## config.mk

```make
export PLATFORM = sky130hd
export DESIGN_NAME = hmnoc_cluster_seq
export DESIGN_NICKNAME = d
export VERILOG_FILES = /design/src/rtl/hmnoc_pkg.sv /design/src/rtl/hmnoc_glb_rd_stream.sv /design/src/rtl/hmnoc_cluster_seq.sv
export SDC_FILE = /design/constraint.sdc
export NUM_CORES = 1
export LEC_CHECK = 0
export ABC_AREA = 0
export CORE_MARGIN = 5
export CORE_UTILIZATION = 46
export DETAILED_ROUTE_END_ITERATION = 12
export PLACE_DENSITY = 0.86
export SLEW_MARGIN = 25
export SYNTH_ARGS = -nofsm -noshare
export SYNTH_HDL_FRONTEND = slang
export SYNTH_SLANG_ARGS = --single-unit
```

## constraint.sdc

```tcl
create_clock -name clk -period 1.5 [get_ports clk]
set_input_delay 0.3 -clock clk [delete_from_list [all_inputs] [get_ports clk]]
set_output_delay 0.3 -clock clk [all_outputs]
set_load 0.005 [all_outputs]
```

## src/rtl/hmnoc_pkg.sv

```systemverilog
// Shared types for the HMNoC west-cluster sequencer: router direction codes and sequencer states.
package hmnoc_pkg;

  typedef enum logic [3:0] {
    ALL       = 4'd0,
    NORTH     = 4'd1,
    SOUTH     = 4'd2,
    WEST      = 4'd3,
    EAST      = 4'd4,
    EASTNORTH = 4'd5,
    EASTSOUTH = 4'd6,
    EASTWEST  = 4'd7,
    WESTNORTH = 4'd8,
    WESTSOUTH = 4'd9,
    WESTEAST  = 4'd10
  } router_dir_e;

  typedef enum logic [3:0] {
    S_IDLE    = 4'd0,
    S_CFG     = 4'd1,
    S_LD_W    = 4'd2,
    S_LD_A    = 4'd3,
    S_WAIT_LD = 4'd4,
    S_RUN     = 4'd5,
    S_WAIT_C  = 4'd6,
    S_DRAIN   = 4'd7,
    S_DONE    = 4'd8
  } seq_state_e;

  function automatic logic is_busy_state(input seq_state_e s);
    return (s != S_IDLE) && (s != S_DONE);
  endfunction

endpackage

```

## src/rtl/hmnoc_glb_rd_stream.sv

```systemverilog
// One GLB read stream: address counter, read strobe, read-latency delay line and load-enable window.
module hmnoc_glb_rd_stream
  import hmnoc_pkg::*;
#(
  parameter int ADDR_WIDTH = 9,
  parameter int CNT_WIDTH  = 5,
  parameter int NUM_WORDS  = 9,
  parameter int BASE_ADDR  = 0,
  parameter int RD_LAT     = 1
) (
  input  logic                  clk,
  input  logic                  reset,
  input  logic                  clr,
  input  logic                  start,
  output logic                  read_req,
  output logic [ADDR_WIDTH-1:0] r_addr,
  output logic                  west_en,
  output logic                  load_en,
  output logic                  last,
  output logic                  drained
);

  localparam logic [CNT_WIDTH-1:0]  LAST_CNT = CNT_WIDTH'(NUM_WORDS - 1);
  localparam logic [ADDR_WIDTH-1:0] BASE     = ADDR_WIDTH'(BASE_ADDR);
  localparam logic [RD_LAT-1:0]     UP_MASK  = {RD_LAT{1'b1}} >> 1;

  logic                  req_q, req_d;
  logic [CNT_WIDTH-1:0]  cnt_q, cnt_d;
  logic [ADDR_WIDTH-1:0] addr_q, addr_d;
  logic [RD_LAT-1:0]     dly_q, dly_d;
  logic                  load_en_q, load_en_d;

  assign last     = req_q && (cnt_q == LAST_CNT);
  assign drained  = !req_q && (dly_q == '0);
  assign read_req = req_q;
  assign r_addr   = addr_q;
  assign west_en  = dly_q[RD_LAT-1];
  assign load_en  = load_en_q;

  always_comb begin
    req_d     = req_q;
    cnt_d     = cnt_q;
    addr_d    = addr_q;
    load_en_d = load_en_q;
    dly_d[0]  = req_q;
    for (int i = 1; i < RD_LAT; i++) begin
      dly_d[i] = dly_q[i-1];
    end
    if (clr) begin
      req_d     = 1'b0;
      cnt_d     = '0;
      addr_d    = BASE;
      load_en_d = 1'b0;
      dly_d     = '0;
    end else if (start) begin
      req_d     = 1'b1;
      cnt_d     = '0;
      addr_d    = BASE;
      load_en_d = 1'b1;
    end else begin
      if (last) begin
        req_d = 1'b0;
      end else if (req_q) begin
        cnt_d  = cnt_q + CNT_WIDTH'(1);
        addr_d = addr_q + ADDR_WIDTH'(1);
      end else begin
        req_d = 1'b0;
      end
      // Window closes once the final enable is on the output with nothing behind it.
      if (dly_q[RD_LAT-1] && !req_q && ((dly_q & UP_MASK) == '0)) begin
        load_en_d = 1'b0;
      end else begin
        load_en_d = load_en_q;
      end
    end
  end

  always_ff @(posedge clk or negedge reset) begin
    if (!reset) begin
      req_q     <= 1'b0;
      cnt_q     <= '0;
      addr_q    <= BASE;
      dly_q     <= '0;
      load_en_q <= 1'b0;
    end else begin
      req_q     <= req_d;
      cnt_q     <= cnt_d;
      addr_q    <= addr_d;
      dly_q     <= dly_d;
      load_en_q <= load_en_d;
    end
  end

endmodule

```

## src/rtl/hmnoc_cluster_seq.sv

```systemverilog
// HMNoC west-cluster sequencer: configure routers, stream weights/iacts, compute, drain psums.
// Optional HMNOC_SEQ_PERF_EN adds cycle_count/stall_count performance counters.
module hmnoc_cluster_seq
  import hmnoc_pkg::*;
#(
  parameter int DATA_WIDTH     = 16,
  parameter int ADDR_WIDTH     = 9,
  parameter int KERNEL_SIZE    = 3,
  parameter int ACT_SIZE       = 5,
  parameter int X_DIM          = 3,
  parameter int W_READ_ADDR    = 0,
  parameter int A_READ_ADDR    = 0,
  parameter int PSUM_LOAD_ADDR = 0,
  parameter int GLB_RD_LAT     = 1
) (
  input  logic                  clk,
  input  logic                  reset,
  input  logic                  go,
  input  logic                  abort,
  output logic                  busy,
  output logic                  done,
  output logic [3:0]            router_mode_wght,
  output logic [3:0]            router_mode_iact,
  output logic [3:0]            router_mode_psum,
  output logic                  read_req_wght,
  output logic [ADDR_WIDTH-1:0] r_addr_wght,
  output logic                  read_req_iact,
  output logic [ADDR_WIDTH-1:0] r_addr_iact,
  output logic                  west_enable_i_wght,
  output logic                  west_enable_i_iact,
  output logic                  load_en_wght,
  output logic                  load_en_act,
  input  logic                  load_done,
  output logic                  start,
  input  logic                  compute_done,
  output logic                  west_enable_i_psum,
  output logic [((X_DIM > 1) ? $clog2(X_DIM) : 1)-1:0] psum_sel,
  output logic [ADDR_WIDTH-1:0] w_addr_psum
`ifdef HMNOC_SEQ_PERF_EN
  ,
  output logic [31:0]           cycle_count,
  output logic [31:0]           stall_count
`endif
);

  localparam int NUM_WGHT = KERNEL_SIZE * KERNEL_SIZE;
  localparam int NUM_IACT = ACT_SIZE * ACT_SIZE;
  localparam int CNT_W    = $clog2(((NUM_IACT > NUM_WGHT) ? NUM_IACT : NUM_WGHT) + 1);
  localparam int SEL_W    = (X_DIM > 1) ? $clog2(X_DIM) : 1;
  localparam logic [SEL_W-1:0] LAST_SEL = SEL_W'(X_DIM - 1);

  // Datapath width belongs to the cluster; the sequencer never touches data words.
  if (DATA_WIDTH <= 0) begin : g_bad_data_width
  end

  seq_state_e            state_q, state_d;
  router_dir_e           mode_w_q, mode_w_d, mode_a_q, mode_a_d, mode_p_q, mode_p_d;
  logic                  busy_q, busy_d, done_q, done_d, start_q, start_d;
  logic                  wep_q, wep_d;
  logic [SEL_W-1:0]      sel_q, sel_d;
  logic [ADDR_WIDTH-1:0] paddr_q, paddr_d;
  logic                  w_start_s, a_start_s, w_last_s, a_last_s, w_drained_s, a_drained_s;
  logic                  go_accept_s;

  assign go_accept_s = go && !abort && ((state_q == S_IDLE) || (state_q == S_DONE));
  assign w_start_s   = (state_q == S_CFG);
  assign a_start_s   = (state_q == S_LD_W) && w_last_s;

  hmnoc_glb_rd_stream #(
    .ADDR_WIDTH(ADDR_WIDTH), .CNT_WIDTH(CNT_W), .NUM_WORDS(NUM_WGHT),
    .BASE_ADDR(W_READ_ADDR), .RD_LAT(GLB_RD_LAT)
  ) u_wght (
    .clk(clk), .reset(reset), .clr(abort), .start(w_start_s),
    .read_req(read_req_wght), .r_addr(r_addr_wght), .west_en(west_enable_i_wght),
    .load_en(load_en_wght), .last(w_last_s), .drained(w_drained_s)
  );

  hmnoc_glb_rd_stream #(
    .ADDR_WIDTH(ADDR_WIDTH), .CNT_WIDTH(CNT_W), .NUM_WORDS(NUM_IACT),
    .BASE_ADDR(A_READ_ADDR), .RD_LAT(GLB_RD_LAT)
  ) u_iact (
    .clk(clk), .reset(reset), .clr(abort), .start(a_start_s),
    .read_req(read_req_iact), .r_addr(r_addr_iact), .west_en(west_enable_i_iact),
    .load_en(load_en_act), .last(a_last_s), .drained(a_drained_s)
  );

  always_comb begin
    state_d  = state_q;
    mode_w_d = mode_w_q;
    mode_a_d = mode_a_q;
    mode_p_d = mode_p_q;
    start_d  = 1'b0;
    wep_d    = 1'b0;
    sel_d    = sel_q;
    paddr_d  = paddr_q;
    // Abort returns to reset values but keeps the psum write pointer.
    if (abort) begin
      state_d  = S_IDLE;
      mode_w_d = ALL;
      mode_a_d = ALL;
      mode_p_d = ALL;
      sel_d    = '0;
    end else begin
      case (state_q)
        S_IDLE, S_DONE: begin
          if (go_accept_s) begin
            state_d  = S_CFG;
            mode_w_d = WEST;
            mode_a_d = WEST;
            mode_p_d = EAST;
          end else begin
            state_d = S_IDLE;
          end
        end
        S_CFG:     state_d = S_LD_W;
        S_LD_W:    state_d = w_last_s ? S_LD_A : S_LD_W;
        S_LD_A:    state_d = a_last_s ? S_WAIT_LD : S_LD_A;
        S_WAIT_LD: begin
          if (w_drained_s && a_drained_s && load_done) begin
            state_d = S_RUN;
            start_d = 1'b1;
          end else begin
            state_d = S_WAIT_LD;
          end
        end
        S_RUN:     state_d = S_WAIT_C;
        S_WAIT_C: begin
          if (compute_done) begin
            state_d = S_DRAIN;
            wep_d   = 1'b1;
            sel_d   = '0;
          end else begin
            state_d = S_WAIT_C;
          end
        end
        S_DRAIN: begin
          paddr_d = paddr_q + ADDR_WIDTH'(1);
          if (sel_q == LAST_SEL) begin
            state_d = S_DONE;
            sel_d   = '0;
          end else begin
            sel_d = sel_q + SEL_W'(1);
            wep_d = 1'b1;
          end
        end
        default:   state_d = S_IDLE;
      endcase
    end
    busy_d = is_busy_state(state_d);
    done_d = (state_d == S_DONE);
  end

  always_ff @(posedge clk or negedge reset) begin
    if (!reset) begin
      state_q  <= S_IDLE;
      mode_w_q <= ALL;
      mode_a_q <= ALL;
      mode_p_q <= ALL;
      busy_q   <= 1'b0;
      done_q   <= 1'b0;
      start_q  <= 1'b0;
      wep_q    <= 1'b0;
      sel_q    <= '0;
      paddr_q  <= ADDR_WIDTH'(PSUM_LOAD_ADDR);
    end else begin
      state_q  <= state_d;
      mode_w_q <= mode_w_d;
      mode_a_q <= mode_a_d;
      mode_p_q <= mode_p_d;
      busy_q   <= busy_d;
      done_q   <= done_d;
      start_q  <= start_d;
      wep_q    <= wep_d;
      sel_q    <= sel_d;
      paddr_q  <= paddr_d;
    end
  end

  assign busy               = busy_q;
  assign done               = done_q;
  assign start              = start_q;
  assign router_mode_wght   = mode_w_q;
  assign router_mode_iact   = mode_a_q;
  assign router_mode_psum   = mode_p_q;
  assign west_enable_i_psum = wep_q;
  assign psum_sel           = sel_q;
  assign w_addr_psum        = paddr_q;

`ifdef HMNOC_SEQ_PERF_EN
  logic [31:0] cyc_q, cyc_d, stall_q, stall_d;

  // Counting covers CFG through DONE; values freeze in IDLE until the next accepted go.
  always_comb begin
    if (go_accept_s) begin
      cyc_d   = 32'd0;
      stall_d = 32'd0;
    end else if (state_q != S_IDLE) begin
      cyc_d   = cyc_q + 32'd1;
      stall_d = ((state_q == S_WAIT_LD) || (state_q == S_WAIT_C)) ? stall_q + 32'd1 : stall_q;
    end else begin
      cyc_d   = cyc_q;
      stall_d = stall_q;
    end
  end

  always_ff @(posedge clk or negedge reset) begin
    if (!reset) begin
      cyc_q   <= 32'd0;
      stall_q <= 32'd0;
    end else begin
      cyc_q   <= cyc_d;
      stall_q <= stall_d;
    end
  end

  assign cycle_count = cyc_q;
  assign stall_count = stall_q;
`endif

endmodule

```

## Yosys cells after proc, flatten, opt, wreduce, memory -nomap -nowiden

Cells that the tools add are included.

- Bits of input ports: 6
- Word-level logic and storage cells: 132
- Output and inout bits: 51
- Register bits: 61

- Equal/unequal tests: 16
- Add/sub/neg operators: 6
- Bitwise operators: 3
- Reductions and logical operators: 31
- Muxes and demuxes: 57

Operators by type and width:

| cell | number |
|---|---|
| $mux 9 | 8 |
| $mux 5 | 8 |
| $mux 4 | 8 |
| $pmux 4 s8 | 1 |
| $add 9x1->9 const B | 3 |
| $mux 1 | 26 |
| $eq 4x3->1 const B | 4 |
| $reduce_bool 3->1 | 5 |
| $logic_and 1x1->1 | 12 |
| $add 5x1->5 const B | 2 |
| $reduce_and 2->1 | 5 |
| $eq 4x2->1 const B | 2 |
| $eq 4x4->1 const B | 2 |
| $mux 2 | 3 |
| $ne 3x3->1 const B | 2 |
| $eq 5x4->1 const B | 1 |
| $eq 5x5->1 const B | 1 |
| $eq 4x1->1 const B | 1 |
| $logic_not 4->1 | 1 |
| $ne 4x4->1 const B | 1 |
| $pmux 2 s2 | 1 |
| $reduce_bool 2->1 | 2 |
| $reduce_bool 4->1 | 1 |
| $logic_not 1->1 | 3 |
| 8 further kinds | 10 |

## Logic depth before layout (Yosys ltp)

- Depth after elaboration: 9
- Gate-level depth with buffers: 7
- Mapped depth without buffers: 6

## Hierarchy

From an unflattened synthesis, not the netlist that was laid out.

- Cell total of the unflattened synthesis: 279
- Area total of the unflattened synthesis: 2844.0 um2

By module, submodules not included:

| module | sequential area each (um2) | area an instance (um2) | instances | cells an instance |
|---|---|---|---|---|
| hmnoc_cluster_seq | 500.5 | 1046.0 | 1 | 94 |
| hmnoc_glb_rd_stream (u_wght) | 425.4 | 907.1 | 1 | 92 |
| hmnoc_glb_rd_stream (u_iact) | 425.4 | 890.9 | 1 | 93 |

## Least setup slack after synthesis

OpenSTA, ideal clock, no wires.

- Kind: reg2reg
- From: register u_wght.cnt_q[0]
- To: register u_iact.addr_q[8] (netlist: u_iact.r_addr[8])
- Setup slack: -0.160 ns
- Period minus slack after synthesis: 1.660 ns
- Data required time: 1.381 ns
- Path buffers: 1
- Data arrival time: 1.541 ns
- Setup time: 0.119 ns
- Cell stages (with the launch flop): 8
- Path through: dfrtp_1 -> inv_1 -> ha_1 -> nand4bb_4 -> or4_4 -> nand2b_4 -> buf_6 -> nor2_1

- Cells in the longest elaborated chain, start to end: 5
- Elaborated cells on any way between the ends: 8

Ends and longest elaborated chain:

| what | line | source |
|---|---|---|
| start: declaration | hmnoc_glb_rd_stream.sv:28 | `logic [CNT_WIDTH-1:0] cnt_q, cnt_d;` |
| start signal: assignment | hmnoc_glb_rd_stream.sv:87 | `cnt_q <= cnt_d;` |
| $eq 5x4->1 * | hmnoc_glb_rd_stream.sv:33 | `assign last = req_q && (cnt_q == LAST_CNT);` |
| $logic_and 1x1->1 * | hmnoc_glb_rd_stream.sv:33 |  |
| $logic_and 1x1->1 * | hmnoc_cluster_seq.sv:67 | `assign a_start_s = (state_q == S_LD_W) && w_last_s;` |
| $ne 3x3->1 (no source line) (tied with other cells) | n/a |  |
| $reduce_and 2->1 (no source line) / $mux 9 (equally long branches) | n/a |  |
| end signal: assignment | hmnoc_glb_rd_stream.sv:88 | `addr_q <= addr_d;` |
| end: declaration | hmnoc_glb_rd_stream.sv:29 | `logic [ADDR_WIDTH-1:0] addr_q, addr_d;` |

Every way passes the cells marked *; elsewhere a longest branch is shown, timed or not.
A chain may end at the register's enable or synchronous reset.

## Worst setup path in the final report

- From: register u_wght.cnt_q[1]
- To: register u_iact.cnt_q[4]

- Cells in the longest elaborated chain, start to end: 5
- Elaborated cells on any way between the ends: 8

Ends and longest elaborated chain:

| what | line |
|---|---|
| $eq 5x4->1 * | hmnoc_glb_rd_stream.sv:33 |
| $logic_and 1x1->1 * | hmnoc_glb_rd_stream.sv:33 |
| $logic_and 1x1->1 * | hmnoc_cluster_seq.sv:67 |
| $ne 3x3->1 (no source line) (tied with other cells) | n/a |
| $reduce_and 2->1 (no source line) / $mux 5 (equally long branches) | n/a |
| end signal: assignment | hmnoc_glb_rd_stream.sv:87 |
| end: declaration | hmnoc_glb_rd_stream.sv:28 |

Marks and branches as above.

==> metrics.txt <==
# TYPE chip_impl_metric gauge
chip_impl_info{name="outcome",value="finished, violations left"} 1
chip_impl_info{name="violations",value="negative setup slack"} 1
chip_impl_metric{name="cap_viol_max_count",unit=""} 0
chip_impl_metric{name="finalClockSkew",unit="ns"} 0.00857
chip_impl_info{name="synth_top_flop_cell",value="dfrtp_1"} 1
chip_impl_metric{name="setup_slack",unit="ns"} -0.0899
chip_impl_metric{name="max_clock_freq",unit="MHz"} 629
chip_impl_metric{name="cts_max_level",unit=""} 2
chip_impl_info{name="critical_path_class",value="reg2reg"} 1
chip_impl_metric{name="pin_count",unit=""} 57
chip_impl_metric{name="multi_input_comb_area",unit="sq um"} 1300
chip_impl_metric{name="top_cell_type_s_share_of_synthesized_area",unit="%"} 50.3
chip_impl_info{name="cp-end-kind",value="register"} 1
chip_impl_metric{name="layout.area.seq",unit="sq um"} 1350
chip_impl_metric{name="number_of_global_route_vias_before_repair",unit=""} 2412
chip_impl_metric{name="fin_cells",unit=""} 446
chip_impl_metric{name="place.port_buffers",unit=""} 49
chip_impl_metric{name="wl_per_cell",unit="microns"} 15.6
chip_impl_metric{name="timing.critical_path.arrival",unit="ns"} 1.80
chip_impl_metric{name="number_of_placed_instances_taps_included",unit=""} 391
chip_impl_info{name="timing.critical_path.max_delay_family",value="simple AND/OR/NAND/NOR gates"} 1
chip_impl_metric{name="final_period_minus_worst_setup_slack",unit="ns"} 1.59
chip_impl_metric{name="drive_gt1_share",unit="%"} 28.3
chip_impl_info{name="worst_path_max_delay_cell",value="or4_4"} 1
chip_impl_info{name="biggest_area_consumer_among_synthesized_cells",value="dfrtp_1"} 1
chip_impl_metric{name="skew_pair_late_insertion_delay",unit="ns"} 0.32
chip_impl_metric{name="first_iter_violations",unit=""} 122
chip_impl_metric{name="std_cell_rows",unit=""} 27
chip_impl_metric{name="pre_cts_ws",unit="ns"} -0.175
chip_impl_metric{name="setup_total_negative_slack",unit="ns"} -1.16
chip_impl_metric{name="vias_per_cell",unit=""} 5.33
chip_impl_metric{name="cp_data_required_time",unit="ns"} 1.71
chip_impl_metric{name="worst_setup_hold_path_clk_slew",unit="ns"} 0.09
chip_impl_info{name="layout.cells.most_common",value="buf_4"} 1
chip_impl_metric{name="first_pass_iters",unit=""} 4
chip_impl_metric{name="antenna_cells",unit=""} 0
chip_impl_metric{name="synth-edff-count",unit=""} 0
chip_impl_metric{name="place.detailed.hpwl",unit="microns"} 4210
chip_impl_metric{name="critPathMaxStageDelay",unit="ns"} 0.50
chip_impl_metric{name="detailroute.via_count",unit=""} 2375
chip_impl_info{name="commonest_cells_after_routing_fill_and_taps_aside",value="buf_4, dfrtp_1, dlymetal6s2s_1"} 1
chip_impl_metric{name="synth_seq_cells",unit=""} 54
chip_impl_metric{name="grt_max_degree",unit=""} 39
chip_impl_metric{name="postSynthCellCount",unit=""} 265
chip_impl_metric{name="synth-seq-area-share",unit="%"} 50.3
chip_impl_info{name="cts-root-buf",value="clkbuf_8"} 1
chip_impl_metric{name="timing.critical_path.buf_inv",unit=""} 1
chip_impl_metric{name="slew_violations",unit=""} 0
chip_impl_metric{name="final_layout_net_count",unit=""} 386
chip_impl_metric{name="final_antenna_net_count",unit=""} 0
chip_impl_metric{name="post-layout-total-power",unit="mW"} 2.63
chip_impl_metric{name="clkSinkCount",unit=""} 54
chip_impl_metric{name="die_w",unit="microns"} 86.4
chip_impl_metric{name="floorplan.die_area",unit="sq um"} 7470
chip_impl_metric{name="area_delta_synth_final",unit="%"} 46.1
chip_impl_metric{name="synth_area",unit="sq um"} 2690
chip_impl_metric{name="grt_overflow_total",unit=""} 0
chip_impl_metric{name="timing.critical_path.fanout_max",unit=""} 7
chip_impl_metric{name="cts-buffers-inserted",unit=""} 5
chip_impl_metric{name="hold-worst-slack",unit="ns"} 0.450
chip_impl_info{name="hp-class",value="in2async"} 1
chip_impl_info{name="tritoncts",value="done"} 1
chip_impl_info{name="crit_path_cell_trace",value="inv_2 -> ha_4 -> nand4bb_4 -> or4_4 -> nand2b_4 -> nor2_1"} 1
chip_impl_metric{name="synth_async_sr_flop_share",unit="%"} 100
chip_impl_metric{name="gp_routability_congestion",unit=""} 0.831
chip_impl_metric{name="core_area",unit="sq um"} 5610
chip_impl_metric{name="min_period_over_period",unit="%"} 106
chip_impl_metric{name="final-hold-violation-count",unit=""} 0
chip_impl_metric{name="n_fill_cell",unit=""} 418
chip_impl_metric{name="ctsLongestPathBuffers",unit=""} 2
chip_impl_metric{name="groute.usage.overall",unit="%"} 18.6
chip_impl_metric{name="detail_route.wirelength",unit="microns"} 6950
chip_impl_metric{name="initial_core_utilization",unit="%"} 47.9
chip_impl_metric{name="yosys.cell_types.count",unit=""} 42
chip_impl_info{name="rsz0062_at_grt",value="true"} 1
chip_impl_metric{name="antenna_found_initial",unit=""} 0
chip_impl_metric{name="power.ir.vdd_worst",unit="mV"} 0.458
chip_impl_metric{name="synth-warning-count",unit=""} 0
chip_impl_metric{name="cell_area_power_density",unit="nW/um^2"} 670
chip_impl_metric{name="die_height",unit="microns"} 86.4
chip_impl_metric{name="setup-violations-final",unit=""} 18
chip_impl_info{name="synth.area.top_cells",value="dfrtp_1, xnor2_1, xor2_1"} 1
chip_impl_metric{name="grt_first_pass_wirelength",unit="microns"} 11100
chip_impl_metric{name="leakagePower",unit="nW"} 2.28
chip_impl_info{name="startpoint_type",value="register"} 1
chip_impl_metric{name="avg_synthesized_cell_area",unit="sq um"} 10.1
chip_impl_metric{name="post-route-drc-count",unit=""} 0
[worst reg2reg max path, stage by stage (launching register included)]
cell	delay, ns
dfrtp_1	0.40
inv_2	0.08
ha_4	0.14
nand4bb_4	0.11
or4_4	0.50
nand2b_4	0.19
nor2_1	0.07
[registers in the layout, summed over array words and instances (netlist names), 2 cells and up]
| signal | flops |
|---|---|
| u_wght.cnt_q | 5 |
| w_addr_psum | 9 |
| u_wght.r_addr | 9 |
| u_iact.cnt_q | 5 |
| u_iact.r_addr | 9 |
| state_q | 4 |
| psum_sel | 2 |
[layer usage]
layer,vias up,GRT usage (%),wire length [microns]
li1,1116,-,-
met1,1179,22.9,3020
met2,71,32.8,3500
met3,9,4.09,348
met4,0,4.96,75
met5,-,0,0
[report_power, final]
group / internal, mW / switching [mW] / total, mW
logic: 0.137 / 0.154 / 0.291
registers: 1.47 / 0.0171 / 1.49
clock network: 0.374 / 0.475 / 0.848
total: 1.99 / 0.645 / 2.63
[kinds of logic after synthesis]
| family | share of synthesized area (%) |
|---|---|
| flops | 50.3 |
| compound gates | 6.89 |
| simple gates | 22.7 |
| xor+xnor | 10.1 |
| fa+ha+maj | 3.26 |
| other cells | 0.140 |
| buf+inv | 6.61 |
[cells in the mapped netlist, types with 6 or more instances]
master   count
ha_1         7
buf_4       12
buf_2        7
xor2_1      15
nand3_1     11
dfrtp_1     54
xnor2_1     16
nor2_1      34
nand4_1     19
nor3_1       6
o21ai_0      9
nand2_1     15
inv_1        8
a21oi_1     10
[through the flow]
step	util (%)	area, sq um
global placement	59.6	3340
CTS	66.0	3700
detailed placement	59.6	3340
floorplan	-	2730
finish	70.0	3930
global route	70.0	3930
[final timing paths]
check                                     start         endpoint  slack [ns]  cells after the start
worst max-delay path            u_wght.cnt_q[1]  u_iact.cnt_q[4]       -0.09                      6
worst min-delay path                      reset  u_iact.cnt_q[0]        0.45                      2
worst max register to register  u_wght.cnt_q[1]  u_iact.cnt_q[4]       -0.09                      6
worst min register to register   w_addr_psum[4]   w_addr_psum[4]        0.53                      1
max in group asynchronous                 reset   w_addr_psum[0]        0.50                      3
min in group clk                 w_addr_psum[4]   w_addr_psum[4]        0.53                      1
[what timing repair did]
action                                  in CTS  in global routing
hold endpoints to repair                    16                  0
gates cloned                                 1                  1
endpoints found under the setup margin      68                 58
hold buffers                                 1                  0
resized for setup                           23                 46
pin swaps                                    3                  2
setup buffers                               33                 11
[layout make-up]
class                      count  area share, %
timing repair buffer         116           27.1
inverter                       8          0.765
clock inverter                 1          0.127
sequential                    54           34.4
clock buffer                   7           2.20
tap                           72           2.29
multi-input combinational    188           33.1
Power figures use the tool's default switching activity.
